[src/rtl/exe_stage_core_pkg.sv]
// rtl/exe_stage_core_pkg.sv - shared widths, alu_op bit indices and bus layouts for the execute stage
package exe_stage_core_pkg;

  localparam int XLEN            = 64;
  localparam int DS_TO_ES_BUS_WD = 280;
  localparam int ES_TO_MS_BUS_WD = 135;
  localparam int ALU_OP_WD       = 12;

  localparam int ALU_ADD  = 0;
  localparam int ALU_SUB  = 1;
  localparam int ALU_SLT  = 2;
  localparam int ALU_SLTU = 3;
  localparam int ALU_AND  = 4;
  localparam int ALU_NOR  = 5;
  localparam int ALU_OR   = 6;
  localparam int ALU_XOR  = 7;
  localparam int ALU_SLL  = 8;
  localparam int ALU_SRL  = 9;
  localparam int ALU_SRA  = 10;
  localparam int ALU_LUI  = 11;

  // Field order is MSB first, so the struct doubles as the bit-offset map of the decode bundle.
  typedef struct packed {
    logic                 res_is_word;
    logic [ALU_OP_WD-1:0] alu_op;
    logic                 load_op;
    logic                 src1_is_pc;
    logic                 src2_is_imm;
    logic                 src2_is_4;
    logic                 gr_we;
    logic                 mem_we;
    logic [4:0]           dest;
    logic [XLEN-1:0]      imm;
    logic [XLEN-1:0]      rs1_value;
    logic [XLEN-1:0]      rs2_value;
    logic [XLEN-1:0]      pc;
  } ds_to_es_t;

  typedef struct packed {
    logic            load_op;
    logic            gr_we;
    logic [4:0]      dest;
    logic [XLEN-1:0] alu_result;
    logic [XLEN-1:0] pc;
  } es_to_ms_t;

endpackage

[src/rtl/exe_alu.sv]
// rtl/exe_alu.sv - combinational 64-bit ALU with one-hot op select and word-result mode
module exe_alu
  import exe_stage_core_pkg::*;
(
  input  logic [ALU_OP_WD-1:0] i_alu_op,
  input  logic [XLEN-1:0]      i_src1,
  input  logic [XLEN-1:0]      i_src2,
  input  logic                 i_res_is_word,
  output logic [XLEN-1:0]      o_result
);

  logic [5:0]      w_shamt;
  logic [XLEN-1:0] w_srl_src;
  logic [XLEN-1:0] w_sra_src;
  logic [XLEN-1:0] w_add;
  logic [XLEN-1:0] w_sub;
  logic [XLEN-1:0] w_slt;
  logic [XLEN-1:0] w_sltu;
  logic [XLEN-1:0] w_sll;
  logic [XLEN-1:0] w_srl;
  logic [XLEN-1:0] w_sra;
  logic [XLEN-1:0] w_raw;

  assign w_shamt   = i_res_is_word ? {1'b0, i_src2[4:0]} : i_src2[5:0];
  assign w_srl_src = i_res_is_word ? {32'd0, i_src1[31:0]} : i_src1;
  assign w_sra_src = i_res_is_word ? {{32{i_src1[31]}}, i_src1[31:0]} : i_src1;

  assign w_add  = i_src1 + i_src2;
  assign w_sub  = i_src1 - i_src2;
  assign w_slt  = {63'd0, $signed(i_src1) < $signed(i_src2)};
  assign w_sltu = {63'd0, i_src1 < i_src2};
  assign w_sll  = i_src1 << w_shamt;
  assign w_srl  = w_srl_src >> w_shamt;
  // Kept in its own assign so the arithmetic shift is not turned unsigned by the OR tree below.
  assign w_sra  = $signed(w_sra_src) >>> w_shamt;

  always_comb begin
    w_raw = '0;
    if (i_alu_op[ALU_ADD])  w_raw = w_raw | w_add;
    if (i_alu_op[ALU_SUB])  w_raw = w_raw | w_sub;
    if (i_alu_op[ALU_SLT])  w_raw = w_raw | w_slt;
    if (i_alu_op[ALU_SLTU]) w_raw = w_raw | w_sltu;
    if (i_alu_op[ALU_AND])  w_raw = w_raw | (i_src1 & i_src2);
    if (i_alu_op[ALU_NOR])  w_raw = w_raw | ~(i_src1 | i_src2);
    if (i_alu_op[ALU_OR])   w_raw = w_raw | (i_src1 | i_src2);
    if (i_alu_op[ALU_XOR])  w_raw = w_raw | (i_src1 ^ i_src2);
    if (i_alu_op[ALU_SLL])  w_raw = w_raw | w_sll;
    if (i_alu_op[ALU_SRL])  w_raw = w_raw | w_srl;
    if (i_alu_op[ALU_SRA])  w_raw = w_raw | w_sra;
    if (i_alu_op[ALU_LUI])  w_raw = w_raw | i_src2;
  end

  assign o_result = i_res_is_word ? {{32{w_raw[31]}}, w_raw[31:0]} : w_raw;

endmodule

[src/rtl/exe_stage_core.sv]
// rtl/exe_stage_core.sv - execute stage: decode-bundle latch, operand select, ALU and data-SRAM request
module exe_stage_core
  import exe_stage_core_pkg::*;
(
  input  logic                       clk,
  input  logic                       reset,
  input  logic                       ms_allowin,
  output logic                       es_allowin,
  input  logic                       ds_to_es_valid,
  input  logic [DS_TO_ES_BUS_WD-1:0] ds_to_es_bus,
  output logic                       es_to_ms_valid,
  output logic [ES_TO_MS_BUS_WD-1:0] es_to_ms_bus,
  output logic                       data_sram_en,
  output logic                       data_sram_wen,
  output logic [XLEN-1:0]            data_sram_addr,
  output logic [XLEN-1:0]            data_sram_wdata,
  output logic [XLEN-1:0]            debug_rs1,
  output logic [XLEN-1:0]            debug_rs2,
  output logic [XLEN-1:0]            debug_es_pc,
  output logic [4:0]                 debug_es_dest,
  output logic [XLEN-1:0]            debug_es_alu_result,
  output logic [ALU_OP_WD-1:0]       debug_es_alu_op,
  output logic [XLEN-1:0]            debug_es_alu_src1,
  output logic [XLEN-1:0]            debug_es_alu_src2
);

  logic            r_es_valid;
  ds_to_es_t       r_bus;
  logic            w_es_ready_go;
  logic [XLEN-1:0] w_src1;
  logic [XLEN-1:0] w_src2;
  logic [XLEN-1:0] w_alu_result;
  es_to_ms_t       w_es_to_ms;

  assign w_es_ready_go  = 1'b1;
  assign es_allowin     = !r_es_valid || (w_es_ready_go && ms_allowin);
  assign es_to_ms_valid = r_es_valid && w_es_ready_go;

  always_ff @(posedge clk or negedge reset) begin
    if (!reset) begin
      r_es_valid <= 1'b0;
      r_bus      <= '0;
    end else begin
      if (es_allowin) r_es_valid <= ds_to_es_valid;
      if (ds_to_es_valid && es_allowin) r_bus <= ds_to_es_t'(ds_to_es_bus);
    end
  end

  // Immediate wins over the constant 4 when decode sets both.
  assign w_src1 = r_bus.src1_is_pc  ? r_bus.pc  : r_bus.rs1_value;
  assign w_src2 = r_bus.src2_is_imm ? r_bus.imm :
                  r_bus.src2_is_4   ? 64'd4     : r_bus.rs2_value;

  exe_alu u_exe_alu (
    .i_alu_op      (r_bus.alu_op),
    .i_src1        (w_src1),
    .i_src2        (w_src2),
    .i_res_is_word (r_bus.res_is_word),
    .o_result      (w_alu_result)
  );

  assign w_es_to_ms = '{load_op:    r_bus.load_op,
                        gr_we:      r_bus.gr_we,
                        dest:       r_bus.dest,
                        alu_result: w_alu_result,
                        pc:         r_bus.pc};
  assign es_to_ms_bus = w_es_to_ms;

  assign data_sram_en    = r_es_valid && (r_bus.load_op || r_bus.mem_we);
  assign data_sram_wen   = r_es_valid && r_bus.mem_we;
  assign data_sram_addr  = w_alu_result;
  assign data_sram_wdata = r_bus.rs2_value;

  assign debug_rs1           = r_bus.rs1_value;
  assign debug_rs2           = r_bus.rs2_value;
  assign debug_es_pc         = r_bus.pc;
  assign debug_es_dest       = r_bus.dest;
  assign debug_es_alu_result = w_alu_result;
  assign debug_es_alu_op     = r_bus.alu_op;
  assign debug_es_alu_src1   = w_src1;
  assign debug_es_alu_src2   = w_src2;

endmodule

[config.mk]
export PLATFORM = sky130hd
export DESIGN_NAME = exe_stage_core
export DESIGN_NICKNAME = d
export VERILOG_FILES = /design/src/rtl/exe_stage_core_pkg.sv /design/src/rtl/exe_alu.sv /design/src/rtl/exe_stage_core.sv
export SDC_FILE = /design/constraint.sdc
export NUM_CORES = 2
export LEC_CHECK = 0
export BUFFER_PORTS_ARGS = -buffer_cell sky130_fd_sc_hd__buf_2
export CAP_MARGIN = 20
export CORE_AREA = 2 2 367 369
export CTS_BUF_LIST = sky130_fd_sc_hd__clkbuf_16
export CTS_CLUSTER_DIAMETER = 100
export DETAILED_ROUTE_END_ITERATION = 10
export DIE_AREA = 0 0 369 371
export SLEW_MARGIN = 20
export SYNTH_ARGS = -nofsm -noshare
export SYNTH_HDL_FRONTEND = slang
export SYNTH_SLANG_ARGS = --single-unit
export TNS_END_PERCENT = 1
[constraint.sdc]
create_clock -name clk -period 7.8 [get_ports clk]
set_clock_uncertainty 0.05 [all_clocks]
set_input_delay 1.17 -clock clk [delete_from_list [all_inputs] [get_ports clk]]
set_output_delay 1.17 -clock clk [all_outputs]
set_load 0.02 [all_outputs]
=== Word-level counts from Yosys, hierarchy flattened ===
Cells that the tools add are included.

* Flip-flop bits (word level): 281
* Bits of input ports: 284
* Output and inout port bits: 668
* Word-level logic and storage cells: 61

* Add/sub/neg operators: 2
* Magnitude comparators: 2
* Shifts and indexed selects: 3
* Mux-type cells: 19
* Bitwise operators: 15
* Reductions and logical operators: 6

{| class="wikitable"
|+ Operators with widths
! kind !! number
|-
| 64-bit 2-to-1 mux || 18
|-
| 64-bit OR || 10
|-
| 64-bit < comparator || 2
|-
| 64-bit by 1-bit OR with 64-bit output || 2
|-
| 64-bit adder || 1
|-
| 64-bit AND || 1
|-
| 64-bit NOT || 1
|-
| 64-bit by 6-bit left shift with 64-bit output || 1
|-
| 64-bit by 6-bit >> shifter with 64-bit output || 1
|-
| 64-bit by 6-bit >>> shifter with 64-bit output || 1
|-
| 64-bit subtractor || 1
|-
| 64-bit bitwise XOR || 1
|-
| 6-bit 2-to-1 mux || 1
|-
| 1-bit logical AND || 3
|-
| 1-bit logical OR || 2
|-
| 1-bit zero test || 1
|}

=== Longest topological paths before layout ===
* Word-level depth: 27
* Mapped depth: 27
* Mapped depth without buffers: 16

=== Modules after synthesis ===
Synthesis repeated with hierarchy kept, for this count alone.

* Cell total of the unflattened synthesis: 4693
* Area, all modules: 38450.6 µm²

{| class="wikitable"
|+ Modules (own cells, without submodules)
! module !! instances !! cells each !! area an instance (µm²) !! sequential area each (µm²)
|-
| exe_alu || 1 || 3469 || 22031.1 || 0.0
|-
| exe_stage_core || 1 || 1224 || 16419.5 || 7031.7
|}

=== Worst setup path after synthesis ===
No wires, ideal clock.

* Kind: register -> output
* Start: register r_bus[264] (netlist bit)
* End: output port debug_es_alu_result[51]
* Arrival time: 5834 ps
* Required time: 6580 ps
* Path slack: 746 ps
* Stages on the path, launching flop included: 25
* Buffers on the path: 10
* Cells stage by stage: dfrtp_1 > buf_6 > buf_6 > buf_2 > buf_2 > a22oi_1 > clkbuf_1 > buf_1 > clkbuf_1 > clkbuf_1 > ha_1 > clkbuf_1 > or2_2 > or3_1 > o221ai_1 > a21oi_1 > o211ai_1 > a31o_2 > a31oi_4 > o21ai_4 > a21boi_0 > o22ai_1 > o21ai_0 > a21oi_1 > buf_4

* Word-level cells in the longest chain between the ends: 26
* Elaborated cells between the ends (all ways): 35
* Those cells by class: 2 x add/sub; 3 x shift; 15 x mux; 15 x bitwise

{| class="wikitable"
|+ Ends and longest elaborated chain
! item !! RTL line !! source
|-
| start: declaration || exe_stage_core.sv:28 || <nowiki>ds_to_es_t r_bus;</nowiki>
|-
| start signal: assignment || exe_stage_core.sv:45 || <nowiki>if (ds_to_es_valid && es_allowin) r_bus <= ds_to_es_t'(ds_to_es_bus);</nowiki>
|-
| 64-bit 2-to-1 mux * || exe_stage_core.sv:51 || <nowiki>assign w_src2 = r_bus.src2_is_imm ? r_bus.imm :</nowiki>
|-
| 64-bit adder || exe_alu.sv:28 || <nowiki>assign w_add = i_src1 + i_src2;</nowiki>
|-
| 64-bit 2-to-1 mux || exe_alu.sv:39 || <nowiki>if (i_alu_op[ALU_ADD]) w_raw = w_raw | w_add;</nowiki>
|-
| 64-bit OR || exe_alu.sv:40 || <nowiki>if (i_alu_op[ALU_SUB]) w_raw = w_raw | w_sub;</nowiki>
|-
| 64-bit 2-to-1 mux || exe_alu.sv:40 ||
|-
| 64-bit by 1-bit OR with 64-bit output || exe_alu.sv:41 || <nowiki>if (i_alu_op[ALU_SLT]) w_raw = w_raw | w_slt;</nowiki>
|-
| 64-bit 2-to-1 mux || exe_alu.sv:41 ||
|-
| 64-bit by 1-bit OR with 64-bit output || exe_alu.sv:42 || <nowiki>if (i_alu_op[ALU_SLTU]) w_raw = w_raw | w_sltu;</nowiki>
|-
| [... 10 more ...] || n/a ||
|-
| 64-bit 2-to-1 mux || exe_alu.sv:47 || <nowiki>if (i_alu_op[ALU_SLL]) w_raw = w_raw | w_sll;</nowiki>
|-
| 64-bit OR || exe_alu.sv:48 || <nowiki>if (i_alu_op[ALU_SRL]) w_raw = w_raw | w_srl;</nowiki>
|-
| 64-bit 2-to-1 mux || exe_alu.sv:48 ||
|-
| 64-bit OR || exe_alu.sv:49 || <nowiki>if (i_alu_op[ALU_SRA]) w_raw = w_raw | w_sra;</nowiki>
|-
| 64-bit 2-to-1 mux || exe_alu.sv:49 ||
|-
| 64-bit OR || exe_alu.sv:50 || <nowiki>if (i_alu_op[ALU_LUI]) w_raw = w_raw | i_src2;</nowiki>
|-
| 64-bit 2-to-1 mux * || exe_alu.sv:50 ||
|-
| 64-bit 2-to-1 mux * || exe_alu.sv:53 || <nowiki>assign o_result = i_res_is_word ? {{32{w_raw[31]}}, w_raw[31:0]} : w_raw;</nowiki>
|-
| end: declaration || exe_stage_core.sv:21 || <nowiki>output logic [XLEN-1:0] debug_es_alu_result,</nowiki>
|}

Every way passes the cells marked *; elsewhere a longest branch is shown, timed or not.

=== Worst setup path in the final report ===
* Start: register r_bus[263] (netlist bit)
* End: output port es_to_ms_bus[101]

* Word-level cells in the longest chain between the ends: 27
* Elaborated cells between the ends (all ways): 36
* Those cells by class: 2 x add/sub; 3 x shift; 16 x mux; 15 x bitwise

{| class="wikitable"
|+ Ends and longest elaborated chain
! item !! RTL line !! source
|-
| 64-bit 2-to-1 mux * || exe_stage_core.sv:52 || <nowiki>r_bus.src2_is_4 ? 64'd4 : r_bus.rs2_value;</nowiki>
|-
| 64-bit 2-to-1 mux * || exe_stage_core.sv:51 ||
|-
| 64-bit adder || exe_alu.sv:28 ||
|-
| 64-bit 2-to-1 mux || exe_alu.sv:39 ||
|-
| 64-bit OR || exe_alu.sv:40 ||
|-
| 64-bit 2-to-1 mux || exe_alu.sv:40 ||
|-
| 64-bit by 1-bit OR with 64-bit output || exe_alu.sv:41 ||
|-
| 64-bit 2-to-1 mux || exe_alu.sv:41 ||
|-
| [... 11 more ...] || n/a ||
|-
| 64-bit 2-to-1 mux || exe_alu.sv:47 ||
|-
| 64-bit OR || exe_alu.sv:48 ||
|-
| 64-bit 2-to-1 mux || exe_alu.sv:48 ||
|-
| 64-bit OR || exe_alu.sv:49 ||
|-
| 64-bit 2-to-1 mux || exe_alu.sv:49 ||
|-
| 64-bit OR || exe_alu.sv:50 ||
|-
| 64-bit 2-to-1 mux * || exe_alu.sv:50 ||
|-
| 64-bit 2-to-1 mux * || exe_alu.sv:53 ||
|-
| end: declaration || exe_stage_core.sv:12 || <nowiki>output logic [ES_TO_MS_BUS_WD-1:0] es_to_ms_bus,</nowiki>
|}

Marked as above.

==> summary.txt <==
Status
  – Status: complete, no violations

Worst setup path
  – Crit start category: register
  – Worst setup EP type: output port
  – WP buf/inv: 2
  – Critical path cell sequence: buf_4, nor3b_1, nor2_4, ha_1, or2_2, or3_1, o221ai_1, a21oi_1, o211ai_1, a31o_2, a21oi_1, o21ai_0, a31oi_1, xor2_1, nand2_1, a21oi_2, buf_2
  – CP Class: register to output port
  – WP data required: 6.58 ns
  – Top delay family on crit path: compound AO/OA/AOI/OAI gates
  – FF-to-FF Start: es_to_ms_valid
  – Cell mode on critical path: a21oi_1
  – Critical path peak fanout: 21
  – R2R Setup Slk: 4.96 ns
  – CP Launch Point: r_bus[263]
  – Worst EP arrival: 6.46 ns
  – CP max stage cell: o211ai_1
  – Peak per-stage delay on the critical path: 0.52 ns

GRT
  – Vias in the first global route: 40892
  – First-pass GRT wire length: 337000 µm
  – GRT Util Overall: 34.8%
  – Pin count of the biggest net entering global routing: 146
  – Total gr overflow: 0
  – Antenna violations before repair: 27

Clock network
  – Clock slew at reported path FFs: 0.06 ns
  – Hold-fix buffers at CTS: 0
  – Max Buffers Root-to-Sink: 3
  – Total CTS buffers: 36
  – Clock net sink count: 281
  – Root buffer cell: clkbuf_16
  – Worst skew pair latency: 0.64 ns
  – CTS tree: done
  – Clock H-tree levels: 2

Die
  – IO Count: 952
  – Rows: 134
  – CORE AREA: 0.133 mm²
  – Die Span Y: 371 µm
  – Starting density of the core: 29.1%
  – Die span in x: 369 µm
  – Die area: 0.137 mm²

Yosys
  – Syn_nets: 5412
  – Number of synthesized flops with an enable pin: 0
  – Post-Syn Area: 0.0387 mm²
  – Unique cell type count in the Yosys netlist: 110
  – Mapped Avg Cell Area: 7.80 µm²
  – Sequential area share after synthesis: 18.2%
  – Ys flop type: dfrtp_1
  – #FFs+latches synth: 281
  – Synth Instances: 4963
  – Syn. warnings: 0
  – Post-synth ARST share: 100%

Drt
  – Vias/cell: 6.02
  – DRT Wirelength: 250000 µm
  – Via count: 43930
  – Drt drc: 0
  – Initial DRC Count: 5471
  – Pre-antenna DRT Iters: 9
  – Routed Antenna Nets: 0
  – Routed WL per cell: 34.3 µm

STA
  – Final setup fails: 0
  – Final Max Tran Viols: 0
  – Slew headroom: 24.4%
  – Achievable frequency: 130 MHz
  – Final min period: 7.68 ns
  – Final Hold Viols: 0
  – Final setup TNS: 0 ns
  – Unrepaired setup endpoints after global routing: no
  – Period utilization: 98.5%
  – Slew @ Worst Pin: 1.12 ns

Worst hold path
  – HP Class: input port to asynchronous set/reset pin

Run
  – MaxCap Viol Count: 0

Placed design
  – RePlAce Congestion: 1.08
  – PortBufs: 951
  – DP Wirelength: 203000 µm

Cells and area
  – Final nets: 5939
  – Layout cells sized above 1: 34.3%
  – Area growth from synthesis to layout: 16.4%
  – Reg area: 0.00705 mm²
  – Multi-input logic area: 0.0259 mm²
  – # fillers: 14448

Power
  – Pwr Total: 17.0 mW
  – Pwr dens: 378 mW/mm²
  – Static leakage: 20.2 nW
  – Maximum VDD drop: 252 µV
[cells in the final DEF, fill, tap and decap left out, drive strengths merged, types with 79 or more instances in the layout]
cell,synthesis,layout
nand2,452,452
mux2,335,335
a21oi,413,413
ha,165,165
o211ai,97,97
a211oi,100,100
dfrtp,281,281
a22oi,84,84
a221oi,79,79
buf,624,1338
mux2i,314,314
inv,183,190
nand3,112,112
nor3,84,84
o21ai,288,288
nor2,379,379
[report_power, final]
part | internal [mW] | total, mW | leakage [nW] | switching [mW]
logic | 4.09 | 13.3 | 16.3 | 9.19
clock network | 0.959 | 1.73 | 0.595 | 0.768
registers | 1.68 | 2.00 | 3.28 | 0.328
total | 6.73 | 17.0 | 20.2 | 10.3
[what timing repair did]
action | 4_1_cts | 5_1_grt
setup buffers | 0 | 1
pin swaps | 0 | 0
setup endpoints to repair | 96 | 93
resized for setup | 7 | 12
[through the flow]
| stage | instance area (µm²) | cells | util, % | setup slack, ns | hold slack [ns] |
|---|---|---|---|---|---|
| 2_1_floorplan | 38700 | 4963 | - | 0.746 | 0.421 |
| 3_3_place_gp | 43700 | 7219 | 32.9 | 0.275 | 0.433 |
| 3_5_place_dp | 43700 | 7219 | 32.9 | 0.152 | 0.444 |
| 4_1_cts | 45000 | 7285 | 33.9 | 0.0219 | 0.449 |
| 5_1_grt | 45000 | 7287 | 33.9 | 0.00464 | 0.466 |
| 6_report | 45100 | 7301 | 33.9 | 0.115 | 0.435 |
[state kept, by name, indices dropped and copies added, names as in the netlist]
signal,cells
debug_es_dest,5
debug_es_pc,64
debug_rs1,64
debug_es_alu_op,12
r_bus,69
es_to_ms_valid,1
data_sram_wdata,64
es_to_ms_bus,2
[metal layers]
| metal | global-route usage, % | wire length, µm | up-vias |
|---|---|---|---|
| met5 | 0 | 89 | - |
| li1 | - | - | 18813 |
| met2 | 54.5 | 112000 | 2718 |
| met3 | 7.89 | 22800 | 567 |
| met4 | 21.5 | 17900 | 12 |
| met1 | 43.2 | 97900 | 21820 |
[final timing paths]
path / end / cells after the start
min in group clk: r_bus[210] / 1
setup / recovery: es_to_ms_bus[101] / 17
hold / removal: debug_es_pc[62] / 1
max in group asynchronous: debug_es_alu_op[0] / 2
setup reg to reg: debug_rs1[44] / 4
hold reg to reg: r_bus[210] / 1
[area by class of cell]
class	instances	area share, %
well taps	1768	4.91
inverters	190	1.60
clock inverters	30	0.669
clock buffers	36	2.00
diodes	15	0.0833
flip-flops and latches	281	15.6
multi-input cells	3643	57.5
repair buffers	1338	17.6
[cell families (layout without fill, tap and decap cells)]
group / count (synthesis) / after routing / share of synthesized area [%]
compound gates: 1493 / 1493 / 25.6
xor+xnor: 58 / 58 / 1.31
fa+ha+maj: 165 / 165 / 5.33
buf+inv: 1039 / 1594 / 15.3
flops: 281 / 281 / 18.2
mux: 677 / 677 / 19.7
other cells: 0 / 15 / 0
simple gates: 1250 / 1250 / 14.6
[synth_stat cells, drive strengths merged (24+ instances only)]
cell type    n  area share [%]
xnor2       45             1.0
dfrtp      281              18
nand2      452             4.4
nand4       36            0.58
a21oi      413             5.4
a221oi      79             1.8
and2        24            0.39
mux4        28             1.6
o21bai      40            0.78
a22oi       84             1.7
and3        28            0.45
ha         165             5.3
o31ai       35            0.70
inv        183             1.8
a31oi       67             1.2
clkbuf     225             2.2
o22ai       24            0.39
nor3        84             1.1
a21o        47            0.91
buf        624              11
nand3      112             1.4
mux2       335             9.7
o211ai      97             1.9
nor2       379             3.7
mux2i      314             8.3
or2         24            0.39
a211oi     100             2.0
o21ai      288             3.8
Note: power is estimated with default switching activity, not from simulation.
